==> src/rtl/oled_spi_pkg.sv <==
// Types and constants shared by both ends of the OLED serial link.
package oled_spi_pkg;

  parameter int unsigned SPI_BITS = 8;

  typedef struct packed {
    logic       dc;
    logic [7:0] data;
  } rx_word_t;

  parameter logic SCLK_IDLE = 1'b1;

endpackage

==> src/rtl/spi_rx_sync.sv <==
// Multi-flop synchronizer with one extra delay flop for edge detection.
module spi_rx_sync #(
  parameter int unsigned Stages   = 2,
  parameter logic        ResetVal = 1'b0
) (
  input  logic clk,
  input  logic rst_n,
  input  logic d_i,
  output logic level_o,
  output logic rise_o,
  output logic fall_o
);

  logic [Stages-1:0] sync_q;
  logic              dly_q;

  always_ff @(posedge clk or negedge rst_n) begin
    if (!rst_n) begin
      sync_q <= {Stages{ResetVal}};
      dly_q  <= ResetVal;
    end else begin
      sync_q <= {sync_q[Stages-2:0], d_i};
      dly_q  <= sync_q[Stages-1];
    end
  end

  assign level_o = sync_q[Stages-1];
  assign rise_o  = sync_q[Stages-1] & ~dly_q;
  assign fall_o  = ~sync_q[Stages-1] & dly_q;

endmodule

==> src/rtl/oled_spi_rx.sv <==
// OLED link receiver: oversampled SPI slave feeding a show-ahead FIFO of {dc, byte} words.
module oled_spi_rx
  import oled_spi_pkg::*;
#(
  parameter int unsigned SYNC_STAGES = 2,
  parameter int unsigned DEPTH       = 4
) (
  input  logic       clk,
  input  logic       rst_n,
  input  logic       cs_n,
  input  logic       sclk,
  input  logic       sdi,
  input  logic       dc,
  input  logic       rd_ready,
  output logic       rd_valid,
  output logic [8:0] rd_data,
  output logic       busy,
  output logic       overrun,
  output logic       frame_err
);

  localparam int unsigned PtrW = $clog2(DEPTH);
  localparam int unsigned CntW = PtrW + 1;
  localparam int unsigned BitW = $clog2(SPI_BITS);
  localparam logic [BitW-1:0] LastBit = BitW'(SPI_BITS - 1);
  localparam logic [CntW-1:0] FullCnt = CntW'(DEPTH);

  logic sclk_s, sclk_rise, sclk_fall;
  logic cs_n_s, cs_rise, cs_fall;
  logic sdi_s, dc_s;
  logic [SYNC_STAGES-1:0] sdi_sync_q, dc_sync_q;
  logic unused_sync;

  spi_rx_sync #(
    .Stages   (SYNC_STAGES),
    .ResetVal (SCLK_IDLE)
  ) u_sclk_sync (
    .clk     (clk),
    .rst_n   (rst_n),
    .d_i     (sclk),
    .level_o (sclk_s),
    .rise_o  (sclk_rise),
    .fall_o  (sclk_fall)
  );

  spi_rx_sync #(
    .Stages   (SYNC_STAGES),
    .ResetVal (1'b1)
  ) u_cs_sync (
    .clk     (clk),
    .rst_n   (rst_n),
    .d_i     (cs_n),
    .level_o (cs_n_s),
    .rise_o  (cs_rise),
    .fall_o  (cs_fall)
  );

  assign unused_sync = sclk_s ^ sclk_fall ^ cs_fall;

  always_ff @(posedge clk or negedge rst_n) begin
    if (!rst_n) begin
      sdi_sync_q <= '0;
      dc_sync_q  <= '0;
    end else begin
      sdi_sync_q <= {sdi_sync_q[SYNC_STAGES-2:0], sdi};
      dc_sync_q  <= {dc_sync_q[SYNC_STAGES-2:0], dc};
    end
  end

  assign sdi_s = sdi_sync_q[SYNC_STAGES-1];
  assign dc_s  = dc_sync_q[SYNC_STAGES-1];

  // Shift register only holds the 7 earlier bits; the 8th goes straight into the FIFO.
  logic [SPI_BITS-2:0] shift_q, shift_d;
  logic [BitW-1:0]     bitcnt_q, bitcnt_d;
  logic                sample, complete, frame_err_d;

  // A rise coinciding with deselect still counts, so a finishing byte beats frame_err.
  assign sample   = sclk_rise & (~cs_n_s | cs_rise);
  assign complete = sample & (bitcnt_q == LastBit);

  always_comb begin
    shift_d     = shift_q;
    bitcnt_d    = bitcnt_q;
    frame_err_d = 1'b0;
    if (complete) begin
      shift_d  = {shift_q[SPI_BITS-3:0], sdi_s};
      bitcnt_d = '0;
    end else if (cs_rise) begin
      frame_err_d = (bitcnt_q != '0);
      shift_d     = '0;
      bitcnt_d    = '0;
    end else if (sample) begin
      shift_d  = {shift_q[SPI_BITS-3:0], sdi_s};
      bitcnt_d = bitcnt_q + 1'b1;
    end
  end

  rx_word_t            mem_q [DEPTH];
  rx_word_t            push_word;
  logic [PtrW-1:0]     wptr_q, rptr_q;
  logic [CntW-1:0]     count_q;
  logic                full, pop, push, overrun_d;

  assign push_word = {dc_s, shift_q, sdi_s};
  assign rd_valid  = (count_q != '0);
  assign full      = (count_q == FullCnt);
  assign pop       = rd_valid & rd_ready;
  assign push      = complete & (~full | pop);
  assign overrun_d = complete & full & ~pop;

  always_ff @(posedge clk or negedge rst_n) begin
    if (!rst_n) begin
      shift_q   <= '0;
      bitcnt_q  <= '0;
      frame_err <= 1'b0;
      overrun   <= 1'b0;
      wptr_q    <= '0;
      rptr_q    <= '0;
      count_q   <= '0;
      for (int unsigned i = 0; i < DEPTH; i++) begin
        mem_q[i] <= '0;
      end
    end else begin
      shift_q   <= shift_d;
      bitcnt_q  <= bitcnt_d;
      frame_err <= frame_err_d;
      overrun   <= overrun_d;
      if (push) begin
        mem_q[wptr_q] <= push_word;
        wptr_q        <= wptr_q + 1'b1;
      end
      if (pop) begin
        rptr_q <= rptr_q + 1'b1;
      end
      if (push && !pop) begin
        count_q <= count_q + 1'b1;
      end else if (pop && !push) begin
        count_q <= count_q - 1'b1;
      end
    end
  end

  assign rd_data = mem_q[rptr_q];
  assign busy    = (bitcnt_q != '0);

endmodule

==> config.mk <==
export PLATFORM = sky130hd
export DESIGN_NAME = oled_spi_rx
export DESIGN_NICKNAME = d
export VERILOG_FILES = /design/src/rtl/oled_spi_pkg.sv /design/src/rtl/spi_rx_sync.sv /design/src/rtl/oled_spi_rx.sv
export SDC_FILE = /design/constraint.sdc
export NUM_CORES = 1
export LEC_CHECK = 0
export BUFFER_PORTS_ARGS = -buffer_cell sky130_fd_sc_hd__clkbuf_2
export CAP_MARGIN = 10
export CELL_PAD_IN_SITES_DETAIL_PLACEMENT = 2
export CELL_PAD_IN_SITES_GLOBAL_PLACEMENT = 2
export CORE_UTILIZATION = 29
export CTS_BUF_LIST = sky130_fd_sc_hd__clkbuf_16
export CTS_CLUSTER_SIZE = 12
export DETAILED_ROUTE_END_ITERATION = 16
export GPL_ROUTABILITY_DRIVEN = 0
export PLACE_DENSITY_LB_ADDON = 0.1
export SLEW_MARGIN = 20
export SYNTH_ARGS = -nofsm -noshare
export SYNTH_HDL_FRONTEND = slang
export SYNTH_SLANG_ARGS = --single-unit
==> constraint.sdc <==
create_clock -name clk -period 2.8 [get_ports clk]
set_input_delay 0.14 -clock clk [delete_from_list [all_inputs] [get_ports clk]]
set_output_delay 0.14 -clock clk [all_outputs]
set_load 0.01 [all_outputs]
==> results by group <==
GRT
  • First-pass GRT wire length: between 10 and 15 mm
  • Initial antenna violation count: 0
  • Total track usage: roughly 14%
  • Vias in the first global route: slightly below 2,000
  • Largest net degree at the start of global routing: 26
  • GRT Residual Overflow: 0

Layout
  • Filler cell count: between 900 and 1,000
  • Area growth from synthesis to layout: 21.8%
  • Layout cells sized above 1: 41.1%
  • Nets@finish: ~240
  • # diodes: 0
  • Finished Layout Cells: roughly 350

Power and ir drop
  • VDD IR max: approximately 0.26 mV
  • P_leak: around 1.6 nW
  • Power per Cell Area: between 700 and 800 mW/mm^2

Logic synthesis
  • Synth area leaders: dfrtp_1, mux2_2, mux4_2
  • Synth Area in XOR/XNOR: ~1.9%
  • Mapped Nets: just over 200
  • Compound-Gate Fraction of Synth Area: 3.11%
  • Post-synthesis cell area: approximately 0.0028 mm^2
  • Ys Warns: 0
  • Mux contribution to synthesized area: between 20% and 30%
  • Area share of the largest cell type after synthesis: 52.4%
  • Synthesis-stage register bit count: between 60 and 70
  • Simple logic cell fraction of the synthesized area: roughly 8%
  • Seq/Total Area, Yosys: slightly below 60%
  • Area leader, netlist: dfrtp_1
  • Syn avg cell area: approximately 15 um^2
  • Synth Area in Adders: between 4 and 5%
  • Combinational family with the most area after synthesis: multiplexers
  • Post-Syn Instances: ~190
  • Cell variety after synth: 28

Timing
  • Worst-margin pin slew: between 0.7 and 0.8 ns
  • Final setup vio count: 0
  • Final Hold Fails: 0
  • Max_slew headroom: between 50% and 60%
  • Period utilization: between 80% and 90%
  • Unrepaired setup endpoints after global routing: false
  • Fmax: about 430 MHz
  • Post-layout min period: 2.33 ns
  • Final Worst Setup Slack: 0.472 ns
  • Final Max Slew Viols: 0
  • Setup Skew: 0.00688 ns
  • Hold Slack: around 0.11 ns
  • Fin Setup TNS: 0 ns

Setup path
  • CP Data Arrival Time: 2.53 ns
  • Worst Path Required: roughly 3 ns
  • Cells on worst reg2reg path: 7
  • Worst Setup SP: count_q[0]
  • Worst R2R End: count_q[1]
  • Crit Path Max Fanout: 4
  • Startpoint class of the critical path: flop
  • Worst setup path endpoint: count_q[1]
  • Flop2flop setup slack: around 0.47 ns
  • Worst r2r src: count_q[0]
  • CP endpoint kind: flop
  • Critical path class: flop to flop

CTS
  • Clock Sinks: 65
  • Clock Latency Late Sink: between 0.3 and 0.4 ns
  • CTS tree: built
  • Hold buffer count at cts: 5
  • CTS H-tree depth: 3
  • CTS max path bufs: 2
  • Setup Fix Bufs, Post-CTS: 0
  • Clock slew at reported path FFs: about 0.050 ns
  • Cts repair resizes: 0
  • CTS root buf: clkbuf_16
  • Num CTS Buffers: 9

Floorplan
  • Core area: around 0.0093 mm^2
  • Die X: 101 um
  • Die area: 0.0101 mm^2
  • Ports: 20
  • Die Height: slightly above 100 um
  • Row count: 35
  • Starting Density: between 30% and 40%

Detailed routing
  • Initial detailed-routing violation count: 37
  • Wirelength per Cell: 17.7 um
  • Vias per cell: 4.68
  • Vias: roughly 1,700
  • TritonRoute pass-1 iters: 4
  • DRT antenna net count: 0
  • Final WL: ~6.3 mm
  • Residual DRC count: 0

Placement
  • Dpl ws: approximately 0.5 ns
  • Placed Instances: about 330
  • I/O Buffers: 19
  • DP Wirelength: 4.25 mm

Flow run
  • Max Cap Viol: 0

Hold path
  • HP Class: input port to flop

Status
  • Status: completed
## routing by layer
metal	GRT usage, %	wire length [um]	vias to the layer above
li1	-	-	745
met1	18.2	2850	875
met2	23.6	3170	22
met3	3.33	123	9
met4	6.69	121	0
met5	0	0	-
## Yosys cell counts
master / instances
mux2_2: 36
or3_1: 1
ha_1: 8
nand2b_1: 2
a22o_1: 2
fa_1: 1
a21oi_1: 7
mux2_1: 3
and3b_1: 1
nor2_1: 5
clkbuf_1: 3
o21ai_0: 7
dfstp_2: 6
inv_1: 6
nand2_1: 3
xnor2_1: 4
or4b_1: 1
nand3_1: 9
buf_2: 2
nor3b_1: 1
buf_6: 1
and2_1: 1
xor2_1: 2
nor2b_1: 1
or3b_2: 1
dfrtp_1: 59
nand4_4: 4
mux4_2: 9
## cell usage in the layout, fill, tap and decap left out, drive strengths merged
master / synthesis / layout
mux4: 9 / 9
nor2b: 1 / 1
inv: 6 / 8
nand2: 3 / 3
or4b: 1 / 1
or3b: 1 / 1
buf: 3 / 6
and3b: 1 / 1
ha: 8 / 8
and2: 1 / 1
fa: 1 / 1
xor2: 2 / 2
clkbuf: 3 / 27
a21oi: 7 / 7
nand3: 9 / 9
mux2: 39 / 39
dfrtp: 59 / 59
nor2: 5 / 5
or3: 1 / 1
dlygate4sd3: 0 / 5
dfstp: 6 / 6
nor3b: 1 / 1
clkinv: 0 / 2
bufinv: 0 / 2
nand2b: 2 / 2
xnor2: 4 / 4
a22o: 2 / 2
nand4: 4 / 4
o21ai: 7 / 7
## how the worst min path moves through the flow
stage          startpoint  slack [ns]     endpoint  depth (start not counted)
2_1_floorplan       rst_n       -0.16  bitcnt_q[0]                          0
3_3_place_gp        rst_n        0.16    mem_q[35]                          1
3_5_place_dp        rst_n        0.17    mem_q[35]                          1
4_1_cts          rd_ready         0.1    rptr_q[1]                          3
5_1_grt          rd_ready        0.13    rptr_q[1]                          3
6_report         rd_ready        0.11    rptr_q[1]                          3
## where the power goes
group | switching (mW) | internal (mW)
sequential | 0.130 | 1.00
combinational | 0.105 | 0.138
clock | 0.385 | 0.762
total | 0.620 | 1.90
## worst max-delay path, cell delays in order, from the launching register on
cell     delay [ns]
dfrtp_1        0.43
or4b_1         0.57
nand3_1        0.19
inv_1          0.08
ha_1           0.21
inv_1          0.07
fa_1           0.40
mux2_2         0.26
## sequential cells by signal, summed over array words and instances, names as in the netlist
name                flops
mem_q                  36
shift_q                 7
bitcnt_q                3
count_q                 3
dc_sync_q               2
rptr_q                  2
sdi_sync_q              2
u_cs_sync.sync_q        2
u_sclk_sync.sync_q      2
wptr_q                  2
frame_err               1
overrun                 1
u_cs_sync.dly_q         1
u_sclk_sync.dly_q       1
## area by class of cell
type | count | area, um^2 | area share, %
clock inverter | 6 | 76.3 | 2.22
timing repair buffer | 29 | 183 | 5.32
sequential | 65 | 1630 | 47.6
clock buffer | 9 | 225 | 6.56
multi-input combinational | 109 | 1130 | 32.9
tap | 129 | 161 | 4.70
inverter | 6 | 22.5 | 0.656
## per-stage QoR
stage	utilization, %	instance area (um^2)	power, mW
floorplan	-	2820	1.29
global placement	33.0	3080	1.37
CTS	36.8	3430	2.57
finish	36.8	3430	2.52
detailed placement	33.0	3080	1.40
global route	36.8	3430	2.66
## cells by family after synthesis
kind of cell,Yosys count
simple gates,30
flops,65
fa+ha+maj,9
mux,48
compound gates,16
buf+inv,12
xor+xnor,6
No activity file was read; power rests on OpenSTA's default activity.
